File: config.mk
export PLATFORM = sky130hd
export DESIGN_NAME = dsp_mem_arbiter
export DESIGN_NICKNAME = d
export VERILOG_FILES = /design/src/rtl/dsp_mem_arbiter.sv
export SDC_FILE = /design/constraint.sdc
export NUM_CORES = 1
export LEC_CHECK = 0
export ABC_AREA = 0
export ABC_CLOCK_PERIOD_IN_PS = 1650
export BUFFER_PORTS_ARGS = -buffer_cell sky130_fd_sc_hd__buf_4
export CAP_MARGIN = 20
export CORE_MARGIN = 4
export CORE_UTILIZATION = 30
export CTS_CLUSTER_DIAMETER = 200
export DETAILED_ROUTE_END_ITERATION = 10
export PLACE_DENSITY = 0.66
export SETUP_SLACK_MARGIN = 0.1
export SLEW_MARGIN = 20
export SYNTH_ARGS = -nofsm -noshare
export SYNTH_HDL_FRONTEND = slang
export SYNTH_SLANG_ARGS = --single-unit
File: constraint.sdc
create_clock -name clk_i -period 1.65 [get_ports clk_i]
set_clock_uncertainty 0.05 [all_clocks]
set_input_delay 0.2475 -clock clk_i [delete_from_list [all_inputs] [get_ports clk_i]]
set_output_delay 0.2475 -clock clk_i [all_outputs]
set_load 0.01 [all_outputs]
File: src/rtl/dsp_mem_arbiter.sv
// dsp_mem_arbiter: per-cycle arbiter of core read/write and DMA sample writes onto two single-port banks; DSP_ARB_ANTISTARVE_EN adds the DMA starvation guard
module dsp_mem_arbiter #(
    parameter int ADDR_W     = 8,
    parameter int DATA_W     = 16,
    parameter int STARVE_MAX = 4
) (
    input  logic              clk_i,
    input  logic              rst_n_i,
    input  logic              core_rd_en_i,
    input  logic [ADDR_W-1:0] core_rd_addr_i,
    input  logic              core_wr_en_i,
    input  logic [ADDR_W-1:0] core_wr_addr_i,
    input  logic [DATA_W-1:0] core_wr_data_i,
    output logic              core_stall_o,
    output logic              core_rd_valid_o,
    output logic [DATA_W-1:0] core_rd_data_o,
    input  logic              dma_valid_i,
    input  logic [ADDR_W-1:0] dma_addr_i,
    input  logic [DATA_W-1:0] dma_data_i,
    output logic              dma_ready_o,
    output logic              bank1_en_o,
    output logic              bank1_we_o,
    output logic [ADDR_W-2:0] bank1_addr_o,
    output logic [DATA_W-1:0] bank1_wdata_o,
    input  logic [DATA_W-1:0] bank1_rdata_i,
    output logic              bank2_en_o,
    output logic              bank2_we_o,
    output logic [ADDR_W-2:0] bank2_addr_o,
    output logic [DATA_W-1:0] bank2_wdata_o,
    input  logic [DATA_W-1:0] bank2_rdata_i
);
    logic              rd_bank, wr_bank, dma_bank, rd_req, force_dma;
    logic [1:0]        gnt_rd, gnt_wr, gnt_dma;
    logic [ADDR_W-2:0] bank_addr [2];
    logic [DATA_W-1:0] bank_wdata [2];
    logic              read_done_q, read_done_d, rd_sel_q, rd_sel_d, rd_valid_q, rd_valid_d;
    logic [DATA_W-1:0] rd_data_q, rd_data_d;

    assign rd_bank  = core_rd_addr_i[ADDR_W-1];
    assign wr_bank  = core_wr_addr_i[ADDR_W-1];
    assign dma_bank = dma_addr_i[ADDR_W-1];
    assign rd_req   = core_rd_en_i & ~read_done_q;

`ifdef DSP_ARB_ANTISTARVE_EN
    localparam int SW = $clog2(STARVE_MAX + 1);
    localparam logic [SW-1:0] SMAX = SW'(STARVE_MAX);
    logic [SW-1:0] starve_q, starve_d;

    assign force_dma = dma_valid_i & (starve_q == SMAX);
    assign starve_d  = (dma_valid_i & ~dma_ready_o) ? ((starve_q == SMAX) ? starve_q : starve_q + SW'(1)) : '0;

    // count consecutive blocked DMA cycles, saturating at the forcing threshold
    always_ff @(posedge clk_i) begin
        if (!rst_n_i) starve_q <= '0;
        else          starve_q <= starve_d;
    end
`else
    assign force_dma = 1'b0;
`endif

    // per-bank priority: starved DMA > core read > core write > DMA; nothing granted in reset
    always_comb begin
        gnt_rd  = '0;
        gnt_wr  = '0;
        gnt_dma = '0;
        for (int b = 0; b < 2; b++) begin
            if (rst_n_i) begin
                if (force_dma && dma_bank == 1'(b))          gnt_dma[b] = 1'b1;
                else if (rd_req && rd_bank == 1'(b))         gnt_rd[b]  = 1'b1;
                else if (core_wr_en_i && wr_bank == 1'(b))   gnt_wr[b]  = 1'b1;
                else if (dma_valid_i && dma_bank == 1'(b))   gnt_dma[b] = 1'b1;
            end
            bank_addr[b]  = gnt_rd[b] ? core_rd_addr_i[ADDR_W-2:0] :
                            gnt_wr[b] ? core_wr_addr_i[ADDR_W-2:0] : dma_addr_i[ADDR_W-2:0];
            bank_wdata[b] = gnt_wr[b] ? core_wr_data_i : dma_data_i;
        end
    end

    assign bank1_en_o    = gnt_rd[0] | gnt_wr[0] | gnt_dma[0];
    assign bank1_we_o    = gnt_wr[0] | gnt_dma[0];
    assign bank1_addr_o  = bank_addr[0];
    assign bank1_wdata_o = bank_wdata[0];
    assign bank2_en_o    = gnt_rd[1] | gnt_wr[1] | gnt_dma[1];
    assign bank2_we_o    = gnt_wr[1] | gnt_dma[1];
    assign bank2_addr_o  = bank_addr[1];
    assign bank2_wdata_o = bank_wdata[1];

    assign dma_ready_o  = |gnt_dma;
    assign core_stall_o = rst_n_i & ((rd_req & ~|gnt_rd) | (core_wr_en_i & ~|gnt_wr));

    assign read_done_d = core_stall_o & (read_done_q | |gnt_rd);
    assign rd_valid_d  = |gnt_rd;
    assign rd_sel_d    = |gnt_rd ? rd_bank : rd_sel_q;

    assign core_rd_valid_o = rd_valid_q & rst_n_i;
    assign core_rd_data_o  = core_rd_valid_o ? (rd_sel_q ? bank2_rdata_i : bank1_rdata_i) : rd_data_q;
    assign rd_data_d       = core_rd_data_o;

    // core-side state: held-read flag, read return bank/strobe and last read word
    always_ff @(posedge clk_i) begin
        if (!rst_n_i) begin
            read_done_q <= 1'b0;
            rd_sel_q    <= 1'b0;
            rd_valid_q  <= 1'b0;
            rd_data_q   <= '0;
        end else begin
            read_done_q <= read_done_d;
            rd_sel_q    <= rd_sel_d;
            rd_valid_q  <= rd_valid_d;
            rd_data_q   <= rd_data_d;
        end
    end
endmodule

# --- After elaboration in Yosys (flattened, before gate mapping) ---
# Cells that the tools add are included.
totals:
  reg_bits: 19
  latchBits: 0
  ramBits: 0
  rom_bits: 0
  in_bits: 93
  output_inout_bits: 69
  mem_count: 0
classes:
  add_sub_neg: 0
  n_mul: 0
  div: 0
  n_lt_le_gt_ge: 0
  n_eq_ne: 0
  shift: 0
  muxes: 26
  n_bitwise: 18
  n_reduce_logical: 11
ops:
  columns: ["cell", "n"]
  rows:
  - ["$mux 16", 4]
  - ["$mux 7", 4]
  - ["$mux 1", 18]
  - ["$or 1x1->1", 8]
  - ["$and 1x1->1", 6]
  - ["$logic_and 1x1->1", 6]
  - ["$reduce_or 2->1", 3]
  - ["$not 1->1", 4]
  - ["$logic_not 1->1", 2]

# --- Depth between registers and ports, before layout ---
# Gate-level depths: netlist of run 1.
logic_depth:
  word_depth: 11
  mapped_depth: 6

# --- Least setup slack after synthesis of run 1 ---
# OpenSTA, ideal clock, no wires.
synth_timing:
  path_kind: "reg-to-output"
  startpoint: "register read_done_q"
  endpoint: "output port bank1_wdata_o[10]"
  arrival_ns: 1.304
  required_ns: 1.352
  setup_slack_ns: 0.048
  stages_incl_launch_ff: 5
  cell_sequence: "dfxtp_1 nor3b_4 nor3_4 buf_6 mux2_2"
synth_between:
  elab_chain_cells: 6
synth_rtl:
  columns: ["item", "line", "text"]
  rows:
  - ["start, declared", "36", "logic read_done_q, read_done_d, rd_sel_q, rd_sel_d, rd_valid_q, rd_valid_d;"]
  - ["start signal, assigned", "107", "read_done_q <= read_done_d;"]
  - ["$not 1->1", "42", "assign rd_req = core_rd_en_i & ~read_done_q;"]
  - ["$and 1x1->1", "42", null]
  - ["$logic_and 1x1->1", "69", "else if (rd_req && rd_bank == 1'(b)) gnt_rd[b] = 1'b1;"]
  - ["$mux 1", "69", null]
  - ["$mux 1", "67", "if (rst_n_i) begin"]
  - ["$mux 16", "75", "bank_wdata[b] = gnt_wr[b] ? core_wr_data_i : dma_data_i;"]
  - ["end, declared", "24", "output logic [DATA_W-1:0] bank1_wdata_o,"]
# Every way passes these cells.

# --- Final worst setup path of run 1 ---
layout_timing:
  startpoint: "register read_done_q"
  endpoint: "output port bank1_wdata_o[5]"
# Same word-level chain as after synthesis.

==> results by stage, run 1 <==
Synthesis:
- Of all flip-flops after synthesis, the portion carrying an async set or reset was 0.
- The cell count after synthesis came out at 241.
- The multiplexer share of the synthesized area is 0.282.
- The share of synthesized area in the top cell type comes to 0.189.
- For this run, the number of Yosys warnings is 0.
- The flip-flop and latch count after synthesis is 19.
- The synthesized design contains 0 enable-type register cells.
- The net count of the mapped netlist is 334.
- The dominant combinational cell family by area after synthesis is multiplexers.
- The fraction of the mapped netlist area in simple logic gates is 0.244.
- The average instance in the mapped netlist occupies 8.33 sq um.
- Summed over all instances, the cell type with the most area after synthesis is sky130_fd_sc_hd__dfxtp_1.
- Among all flip-flop cells after synthesis, the most frequent one is sky130_fd_sc_hd__dfxtp_1.
- The number of different library cells in the post-synthesis netlist is 37.
- The synthesized netlist occupies a cell area of 2010 sq um.
- Of the total synthesized cell area, the portion taken by XOR and XNOR cells is 0.00872.
- By area the synthesized netlist is led by sky130_fd_sc_hd__dfxtp_1 (19%), sky130_fd_sc_hd__mux2_2 (11%), sky130_fd_sc_hd__mux2_4 (9.0%).
- The synthesized-area fraction occupied by ao, oa, aoi and oai cells is 0.194.
- The share of the yosys chip area belonging to registers is 0.189.
- Of the total synthesized cell area, the portion taken by full adders, half adders and majority gates is 0.

Clock network:
- After clock tree synthesis, the clock-pin slew on the worst setup and hold paths is 80 ps.
- The count of hold-fix buffers inserted at cts is 0.
- At the later pin of the worst-skew pair, clock insertion delay measures 270 ps.
- The number of H-tree branching levels is 1.
- TritonCTS built the clock tree.
- The buffer depth of the longest clock path is 2.
- The clock drives 19 sinks.
- The buffer type at the clock tree root is sky130_fd_sc_hd__clkbuf_8.
- TritonCTS created 3 clock buffers.

Global routing:
- Entering global routing, the biggest net connects 33 pins.
- The global route total overflow is 0.
- Across every metal layer, demand over resource in global routing totals 0.184.
- The first global-routing pass estimated 12.6 mm of wire.
- The number of antenna violations at the first check in global routing is 0.
- The via count of the first global-routing pass came to 2503.

Setup path:
- The nature of the critical path endpoint is an output pin.
- The largest fanout of any net on the critical path is 18.
- The largest single stage delay on the critical path is 370 ps.
- The critical path is of the register to output pin type.
- The library cell contributing the largest single delay on the critical path is sky130_fd_sc_hd__dfxtp_4.
- The kind of start point of the critical path is a register.
- The arrival time reported for the critical path endpoint is 1640 ps.
- STA puts the critical path data required time at 1350 ps.
- The signal on the critical path passes through nor3b_4 -> nor3_4 -> buf_12 -> mux2_4 -> buf_6.

Floorplan:
- The die is 89.8 um wide.
- The area of the die is 8070 sq um.
- For this design the top-level I/O count stands at 162.
- The height of the die is 89.8 um.
- The core region is 6420 sq um.
- After floorplanning, the core was divided into 29 placement rows.
- The effective utilization at floorplan is 0.313.

Timing:
- At the pin with the least slew margin, the transition time is 312 ps.
- The number of hold violations in the final report was 0.
- The accumulated negative setup slack is -12760 ps.
- The time the worst path needs with I/O delays and setup is 1940 ps.
- The final worst-path cycle share is 1.18.
- The count of pins over their slew limit is 0.
- Setup repair after global routing could not meet its margin everywhere.
- In the post-route analysis, the smallest setup slack over all paths is -290 ps.
- Setup violations remaining at the end of the flow were counted as 63.
- Derived from the worst setup path, the maximum achievable clock frequency is 516 MHz.
- The worst pin sits at a relative slew slack of 0.791.

Detailed routing:
- The total via count in the routed design is 2615.
- In this run the remaining antenna-violating nets after routing total 0.
- The number of remaining DRC errors is 0.
- The detailed-route vias per instance is 5.16.
- The number of design-rule violations left by the first detailed-router iteration is 57.
- The total routed wirelength is 8.74 mm.
- In the final routed layout, each cell accounts on average for 17.2 um.
- The first detailed-routing pass ran for 4 iterations.

Cells and area:
- The layout cell share with drive strength beyond 1 is 0.700.
- The area added between synthesis and finish is 112%.
- The number of antenna diodes in the final layout is 0.
- The area taken by multi-input logic gates is 1880 sq um.
- In the layout the commonest cells are sky130_fd_sc_hd__buf_4 (159), sky130_fd_sc_hd__nand2_1 (44), sky130_fd_sc_hd__buf_6 (38).
- The most common cell after layout, fill and taps aside is sky130_fd_sc_hd__buf_4.
- The net total in the final layout is 524.
- After filler insertion, the fill cell instance count of the layout stands at 496.
- The share of the core filled with cells in the final layout is 0.662.
- The storage element area is 389 sq um.

Place:
- Summed over all nets, the half-perimeter wirelength after detailed placement is 5.78 mm.
- The congestion estimate from routability-driven global placement came to 0.954.
- Buffers placed on the I/O ports in this run total 161.
- Before CTS, the worst setup slack after placement is -130 ps.

Pwr:
- IR analysis of the VDD net gives a maximum drop of 0.486 mV.
- The post-route total power is 2020 uW.
- For this design the static power due to leakage is 0.00207 uW.
- The total power density per cell area is 476 nW/um^2.

Status:
- The final reports fail on setup timing.
- The flow ran to the end, but the final reports show violations.

Worst hold path:
- The classification of the worst-slack hold path is input pin to register.

Job:
- Max-cap violations in this run came to 0.
==> routing by layer <==
metal | up-vias | share of wire | track usage
met3 | 5 | 0.076 | 0.0376
met5 | - | 0 | 0
li1 | 1257 | - | -
met1 | 1233 | 0.39 | 0.220
met2 | 120 | 0.53 | 0.340
met4 | 0 | 0.0068 | 0.0396
==> power breakdown <==
part           internal [uW]  switching (uW)  total [uW]
clock network            169             175         344
registers                489            23.4         512
logic                    695             473        1170
==> critical path: cells and delay by family, from the launching register on <==
family                 cells  cell delay (ps)
buffers and inverters      2              290
flip-flops                 1              370
multiplexers               1              310
AND/OR/NAND/NOR            2              400
==> synthesized netlist by cell type (2+ instances only) <==
cell,count
sky130_fd_sc_hd__a21boi_0,2
sky130_fd_sc_hd__a21oi_1,16
sky130_fd_sc_hd__and2_1,2
sky130_fd_sc_hd__and3b_1,2
sky130_fd_sc_hd__buf_2,7
sky130_fd_sc_hd__buf_6,5
sky130_fd_sc_hd__clkbuf_1,12
sky130_fd_sc_hd__dfxtp_1,19
sky130_fd_sc_hd__inv_1,2
sky130_fd_sc_hd__mux2_2,20
sky130_fd_sc_hd__mux2_4,12
sky130_fd_sc_hd__mux2i_1,16
sky130_fd_sc_hd__nand2_1,45
sky130_fd_sc_hd__nand3_1,7
sky130_fd_sc_hd__nor2_1,16
sky130_fd_sc_hd__nor3_1,2
sky130_fd_sc_hd__o211a_1,16
sky130_fd_sc_hd__o211ai_1,14
sky130_fd_sc_hd__or4b_2,7
sky130_fd_sc_hd__xnor2_1,2
==> worst paths after layout <==
check        depth (start not counted)                        to                    start  slack (ps)
max                                  5          bank1_wdata_o[5]   read_done_q$_SDFF_PN0_        -290
min reg2reg                          1   rd_data_q[6]$_SDFF_PN0_  rd_data_q[6]$_SDFF_PN0_         440
min                                  4  rd_data_q[11]$_SDFF_PN0_        bank1_rdata_i[11]         300
max reg2reg                          8   rd_data_q[8]$_SDFF_PN0_    rd_sel_q$_SDFFE_PN0P_          60
==> area by class of cell <==
cell class,count,area share
inverters,2,0.00177
repair buffers,207,0.431
multi-input cells,198,0.442
well taps,77,0.0227
clock buffers,3,0.00971
flip-flops and latches,19,0.0915
clock inverters,1,0.00118
==> logic make-up after synthesis <==
family	count (synthesis)
buffers and inverters	27
xor gates and xnor gates	2
DFF	19
AOI/OAI and AO/OA	52
muxes	48
and+or+nand+nor	93
==> what timing repair did <==
item | 4_1_cts | 5_1_grt
resized for setup | 59 | 64
endpoints found under the setup margin | 67 | 69
cloned | 5 | 2
pin swaps | 13 | 23
buffers inserted | 14 | 11
==> metrics by stage <==
stage | area [sq um] | hold WS (ps) | instances
global placement | 3410 | 410 | 476
floorplan | 2060 | 405 | 241
global route | 4250 | 316 | 507
CTS | 3900 | 297 | 499
detailed placement | 3410 | 417 | 476
finish | 4250 | 299 | 507
==> state kept, by name (all words and copies together) (netlist names) <==
register / cells
rd_data_q: 16
rd_sel_q: 1
read_done_q: 1
rd_valid_q: 1
(Power assumes the default switching activity.)
==> run 2, diff against run 1 <==
--- a/config.mk
+++ b/config.mk
@@ -14,7 +14,7 @@
 export CTS_CLUSTER_DIAMETER = 200
 export DETAILED_ROUTE_END_ITERATION = 10
 export PLACE_DENSITY = 0.66
-export SETUP_SLACK_MARGIN = 0.1
+export SETUP_SLACK_MARGIN = 0.15
 export SLEW_MARGIN = 20
 export SYNTH_ARGS = -nofsm -noshare
 export SYNTH_HDL_FRONTEND = slang
==> results by stage, run 2 (synthesized netlist as in run 1, its figures left out) <==
Detailed routing:
- For this block, the initial DRC count from the detailed router was 99.
- Dividing the detail-routed via count by the number of cells gives 5.17.
- The total via count in the routed design is 2622.
- Wire segments on met2 add up to 4.37 mm in the final route.
- The length of routed wiring on met1 is 3.13 mm.
- The average wire length per cell after detail routing is 16.4 um.
- The total routed wirelength is 8.34 mm.
- The routed design uses 764 um of met3 wire.
- The uppermost layer routed is met4.
- The number of detailed-routing iterations run before antenna repair is 4.
- In the routed design, unresolved DRC markers number 0.
- Once detail routing completed, the nets flagged for antenna violations numbered 0.

Setup path:
- Data on the critical path arrives at its endpoint at 1630 ps.
- The startpoint-to-endpoint class of the critical path is register to output pin.
- The largest stage delay on the critical path is 370 ps.
- In this run the worst path has a maximum fanout of 15.
- The kind of start point of the critical path is a register.
- The worst path buffer plus inverter count is 2.
- The signal on the critical path passes through nor3b_4 -> nor3_4 -> buf_12 -> mux2_4 -> buf_6.
- The worst setup path is captured at an output pin.
- The reg-to-reg critical path startpoint is rd_sel_q$_SDFFE_PN0P_.
- The slowest stage of the critical path belongs to the cell sky130_fd_sc_hd__dfxtp_4.
- At the worst endpoint, the required time is 1350 ps.
- The worst setup path startpoint is read_done_q$_SDFF_PN0_.
- Among cell families on the critical path, the largest total delay comes from simple AND/OR/NAND/NOR gates.

Place:
- Once detailed placement completed, the half-perimeter wirelength came to 5.85 mm.
- Prior to clock tree synthesis, the placed netlist has a worst setup slack of -155 ps.
- Buffers placed on the I/O ports in this run total 161.
- The final RePlAce weighted congestion is 0.793.

Timing:
- The time the worst path needs with I/O delays and setup is 1920 ps.
- The number of hold violations in the final report came to 0.
- The count of pins over their slew limit is 0.
- At the pin with the least slew margin, the transition time is 310 ps.
- The remaining max-slew budget at the tightest pin is 0.793.
- The final worst-path cycle share is 1.17.
- The final number of setup-violating endpoints is 59.
- Setup repair after global routing could not meet its margin everywhere.
- Timing would allow up to 520 MHz.
- Setup slack on the critical path of the routed design comes to -274 ps.
- The accumulated negative setup slack is -11240 ps.

Clock network:
- TritonCTS built the clock tree.
- The clock passes through at most 2 buffers.
- The clock slew at the register clock pins of the worst setup and hold paths is 70 ps.
- CTS built an H-tree with a depth of 1.
- The insertion delay of the later-clocked pin in the worst-skew pair is 260 ps.
- The count of hold-fix buffers inserted at cts is 0.
- The clock sink count is 19.
- Clock tree synthesis inserted a total of 3 buffers.
- CTS placed an instance of sky130_fd_sc_hd__clkbuf_8 at the clock tree root.

Cells and area:
- 0 antenna diodes ended up in the layout.
- The library cell used most frequently in the layout, excluding fill and tap cells, is sky130_fd_sc_hd__buf_4.
- The net count of the finished layout is 524.
- The layout has 530 filler cells.
- Leaving out fill and tap cells, the most frequent cells in the layout are sky130_fd_sc_hd__buf_4 (159), sky130_fd_sc_hd__nand2_1 (44), sky130_fd_sc_hd__buf_6 (39).
- The layout cell share with drive strength beyond 1 is 0.691.
- The area added between synthesis and finish is 110%.
- The flip-flop count of the largest register, all copies and words added is 16.
- More flip-flops sit in one register than any other, and that register is rd_data_q.

Floorplan:
- The row count is 29.
- The total area inside the core boundary comes to 6420 sq um.
- The initial utilization of the core area, before any placement, comes to 0.313.
- The width of the die is 89.8 um.
- In this run the vertical extent of the chip is 89.8 um.
- The area of the die is 8070 sq um.
- The number of placed I/O pins is 162.

Global routing:
- The via count of the first global-routing pass came to 2525.
- Entering global routing, the biggest net connects 33 pins.
- The number of antenna violations at the first check in global routing is 0.
- The global router's overall resource usage is 0.187.
- The first-pass GRT wire length is 12.7 mm.
- The total overflow left after global routing is 0.

Pwr:
- The total power density per cell area is 472 nW/um^2.
- The worst-case IR drop observed on VDD is 0.436 mV.
- The analysis attributes to cell leakage a power of 0.00205 uW.
- The post-route total power is 1990 uW.

Worst hold path:
- The path class of the tightest hold or removal check is input pin to register.
- The worst hold path begins at bank1_rdata_i[4].

Status:
- The run finished, with violations left.
- The final reports fail on setup timing.

Job:
- The count of max-cap constraint violations is 0.
run 2: metrics by stage:
step | utilization | hold slack (ps) | instances | area, sq um
2_1_floorplan | - | 405 | 241 | 2110
3_3_place_gp | 0.544 | 410 | 479 | 3500
3_5_place_dp | 0.544 | 418 | 479 | 3500
4_1_cts | 0.629 | 292 | 502 | 4040
5_1_grt | 0.657 | 315 | 507 | 4220
6_report | 0.657 | 303 | 507 | 4220
run 2: path summary, 6_finish.rpt:
kind / slack [ps] / endpoint / cells past startpoint
worst max-delay path: -270 / bank1_wdata_o[7] / 5
worst min-delay path: 300 / rd_data_q[4]$_SDFF_PN0_ / 4
worst min register to register: 440 / rd_data_q[1]$_SDFF_PN0_ / 1
worst max register to register: 150 / rd_data_q[13]$_SDFF_PN0_ / 8
run 2: area by class of cell:
cell class                      count  area [sq um]  area share
Sequential cell                    19           388      0.0919
Timing Repair Buffer              208          1840       0.437
Clock buffer                        3          41.3     0.00978
Tap cell                           77          96.3      0.0228
Multi-Input combinational cell    197          1840       0.436
Inverter                            2          7.51     0.00178
Clock inverter                      1          5.00     0.00119
run 2: repair_timing:
action | CTS | global route
endpoints found under the setup margin | 67 | 69
setup buffers | 15 | 5
gates cloned | 4 | 0
resized for setup | 67 | 31
pin swaps | 23 | 8
run 2: worst register-to-register path, stage by stage (launching register included):
cell and delay [ps]:
sky130_fd_sc_hd__dfxtp_4 380, sky130_fd_sc_hd__buf_12 110, sky130_fd_sc_hd__buf_16 140, sky130_fd_sc_hd__mux2i_4 270, sky130_fd_sc_hd__buf_6 120, sky130_fd_sc_hd__buf_6 80, sky130_fd_sc_hd__buf_6 80, sky130_fd_sc_hd__nand2_2 40
sky130_fd_sc_hd__o211a_1 130
run 2: power by group:
part	switching, uW	internal, uW
logic	462	690
registers	19.8	489
clock network	164	168
run 2: metal layers:
layer	vias to the layer above	GRT usage
li1	1252	-
met1	1218	0.214
met2	143	0.353
met3	9	0.0484
met4	0	0.0332
met5	-	0
==> run 3, diff against run 2 <==
--- a/config.mk
+++ b/config.mk
@@ -7,13 +7,14 @@
 export LEC_CHECK = 0
 export ABC_AREA = 0
 export ABC_CLOCK_PERIOD_IN_PS = 1650
-export BUFFER_PORTS_ARGS = -buffer_cell sky130_fd_sc_hd__buf_4
 export CAP_MARGIN = 20
 export CORE_MARGIN = 4
 export CORE_UTILIZATION = 30
 export CTS_CLUSTER_DIAMETER = 200
 export DETAILED_ROUTE_END_ITERATION = 10
-export PLACE_DENSITY = 0.66
+export DONT_BUFFER_PORTS = 1
+export MAX_ROUTING_LAYER = met4
+export PLACE_DENSITY = 0.46
 export SETUP_SLACK_MARGIN = 0.15
 export SLEW_MARGIN = 20
 export SYNTH_ARGS = -nofsm -noshare
==> results by stage, run 3 (synthesized netlist as in run 1, its figures left out) <==
Timing:
- The count of pins over their slew limit was 0.
- At the pin with the least slew margin, the transition time is 321 ps.
- Of the available clock period, the critical path in the final layout requires 1.11.
- Subtracting the final worst setup slack from the clock period gives 1840 ps.
- Setup repair after global routing could not meet its margin everywhere.
- The remaining max-slew budget at the tightest pin is 0.785.
- For this run, the top clock speed supported by timing is 544 MHz.
- The final number of setup-violating endpoints is 48.
- The number of hold violations in the final report is 0.
- Across all setup checks in the final design, the least slack found is -189 ps.

Detailed routing:
- The average wire length per cell after detail routing is 20.7 um.
- The number of detailed-routing iterations run before antenna repair is 4.
- The detailed-route vias per instance is 5.82.
- The total via count in the routed design is 1890.
- The total routed wirelength is 6.71 mm.
- Once detail routing completed, the nets flagged for antenna violations numbered 0.
- The number of remaining DRC errors is 0.
- In this run, the number of DRC markers left after iteration 0 of detailed routing was 30.

Clock network:
- Clock tree synthesis inserted a total of 3 buffers.
- The number of H-tree branching levels is 1.
- In this run, post-CTS hold repair placed 0 buffers.
- The clock tree from TritonCTS is done.
- The clock slew at the register clock pins of the worst setup and hold paths is 70 ps.
- The clock sink count is 19.
- At the later pin of the worst-skew pair, clock insertion delay measures 260 ps.
- The buffer depth of the longest clock path is 2.
- Clock tree synthesis selected as its root buffer the cell sky130_fd_sc_hd__clkbuf_8.

Pwr:
- In this run the static leakage power is 0.00115 uW.
- The total power density per cell area is 528 nW/um^2.
- The post-route total power is 1500 uW.
- IR analysis of the VDD net gives a maximum drop of 0.421 mV.

Setup path:
- In this run the critical register-to-register path is captured at rd_data_q[5]$_SDFF_PN0_.
- For the worst setup path, the data arrival time is 1540 ps.
- The number of cells on the worst reg-to-reg path is 6.
- The worst register-to-register path begins at rd_sel_q$_SDFFE_PN0P_.
- The worst-case register-to-register setup slack is 270 ps.
- The largest fanout of any net on the critical path is 11.
- At the worst endpoint, the required time is 1350 ps.
- The worst setup path is launched from a register.
- The startpoint-to-endpoint class of the critical path is register to output pin.
- The worst setup path is captured at an output pin.

Status:
- The run finished, with violations left.
- The final reports fail on setup timing.

Cells and area:
- Relative to the synthesized area, the layout overhead comes to 41.1%.
- The flip-flop count of the largest register, all copies and words added is 16.
- The most common cell after layout, fill and taps aside is sky130_fd_sc_hd__nand2_1.
- The library cells used most frequently in the layout, excluding fill and tap cells, are sky130_fd_sc_hd__nand2_1 (45), sky130_fd_sc_hd__mux2_4 (23), sky130_fd_sc_hd__o211a_1 (16), sky130_fd_sc_hd__dfxtp_1 (16).
- Of the cells placed in the final design, the portion with a size suffix greater than 1 is 0.516.
- The finished layout holds 325 standard cells, fillers aside.
- The number of filler cells placed in the layout is 614.
- 0 antenna diodes ended up in the layout.
- The register with the most flip-flops is rd_data_q.
- At the end of the flow the core is filled with cells to 0.441.
- After the last flow step, the layout net total stands at 342.
- The finished layout cell area is 2830 sq um.

Place:
- Before CTS, the worst setup slack after placement is -8.41 ps.
- The wire-length estimate of the detail-placed layout is 4.36 mm.
- The cell total after placement is 304.
- During placement, the flow inserted port buffers numbering 0.
- At the end of routability-driven placement, the weighted congestion stood at 0.764.
- Once placement finished, the instance area stood at 2160 sq um.

Floorplan:
- The effective utilization at floorplan is 0.313.
- For this design the top-level I/O count stands at 162.
- The floorplan step defined a core boundary enclosing 6420 sq um.
- The area of the die is 8070 sq um.
- The height of the die is 89.8 um.
- The floorplan step set the die width to 89.8 um.
- The floorplan has 29 rows.

Global routing:
- The via count of the first global-routing pass came to 1819.
- The global route total overflow is 0.
- The number of antenna violations at the first check in global routing is 0.
- Entering global routing, the biggest net connects 33 pins.
- The first-pass GRT wire length is 9.80 mm.
- The global router's overall resource usage is 0.149.

Worst hold path:
- The launch point of the worst hold path is rst_n_i.
- The min-delay analysis places its worst path in the category input pin to register.
- The worst hold endpoint is rd_valid_q$_SDFF_PN0_.
- The depth of the worst hold-timing path is 1.

Job:
- The count of max-cap constraint violations is 0.
[run 3: cell count changes in the layout (fill, tap and decap cells not counted), sizes merged]
cell,change
buf,-186
clkbuf,+4
[run 3: cell type report]
| type | instances | area, sq um | area share |
|---|---|---|---|
| multi-input cells | 197 | 1960 | 0.690 |
| flip-flops and latches | 19 | 389 | 0.137 |
| repair buffers | 26 | 338 | 0.119 |
| well taps | 77 | 96.3 | 0.0340 |
| clock buffers | 3 | 41.3 | 0.0146 |
| inverters | 2 | 7.51 | 0.00265 |
| clock inverters | 1 | 5.00 | 0.00177 |
[run 3: worst max path at each step]
stage                                       from                 to  slack, ps  cells after the start
after floorplan           read_done_q$_SDFF_PN0_  bank1_wdata_o[10]         70                      4
after global placement    read_done_q$_SDFF_PN0_  bank1_wdata_o[10]          9                      4
after detailed placement  read_done_q$_SDFF_PN0_   bank1_wdata_o[8]         -8                      4
after CTS                 read_done_q$_SDFF_PN0_   bank1_wdata_o[0]       -200                      4
after global routing      read_done_q$_SDFF_PN0_   bank1_wdata_o[2]       -250                      4
final                     read_done_q$_SDFF_PN0_   bank1_wdata_o[2]       -190                      4
[run 3: power by group]
group	switching (uW)	internal, uW	total (uW)
Sequential	27.3	489	516
Combinational	317	334	650
Clock	161	168	329
[run 3: metrics by stage]
step,TNS [ps],hold WS [ps]
after floorplan,0,405
after global placement,0,329
after detailed placement,-69.6,331
after CTS,-6260,60.1
after global routing,-8890,54.8
final,-5830,67.1
[run 3: metal layers]
metal | global-route usage | routed length, um | vias to the layer above
li1 | - | - | 894
met1 | 0.169 | 2710 | 918
met3 | 0.0442 | 477 | 2
met4 | 0.0204 | 20 | 0
met2 | 0.267 | 3500 | 76
met5 | - | 0 | -
[run 3: worst max-delay path: stages, from the launching register on]
cell and delay, ps:
sky130_fd_sc_hd__dfxtp_4 390, sky130_fd_sc_hd__nor3b_4 60, sky130_fd_sc_hd__nor3_4 260, sky130_fd_sc_hd__buf_12 200, sky130_fd_sc_hd__mux2_2 370
[run 3: timing repair]
action | CTS | global route
setup endpoints to repair | 67 | 68
resized for setup | 29 | 55
cloned | 3 | 4
pin swaps | 14 | 18
buffers inserted | 7 | 3
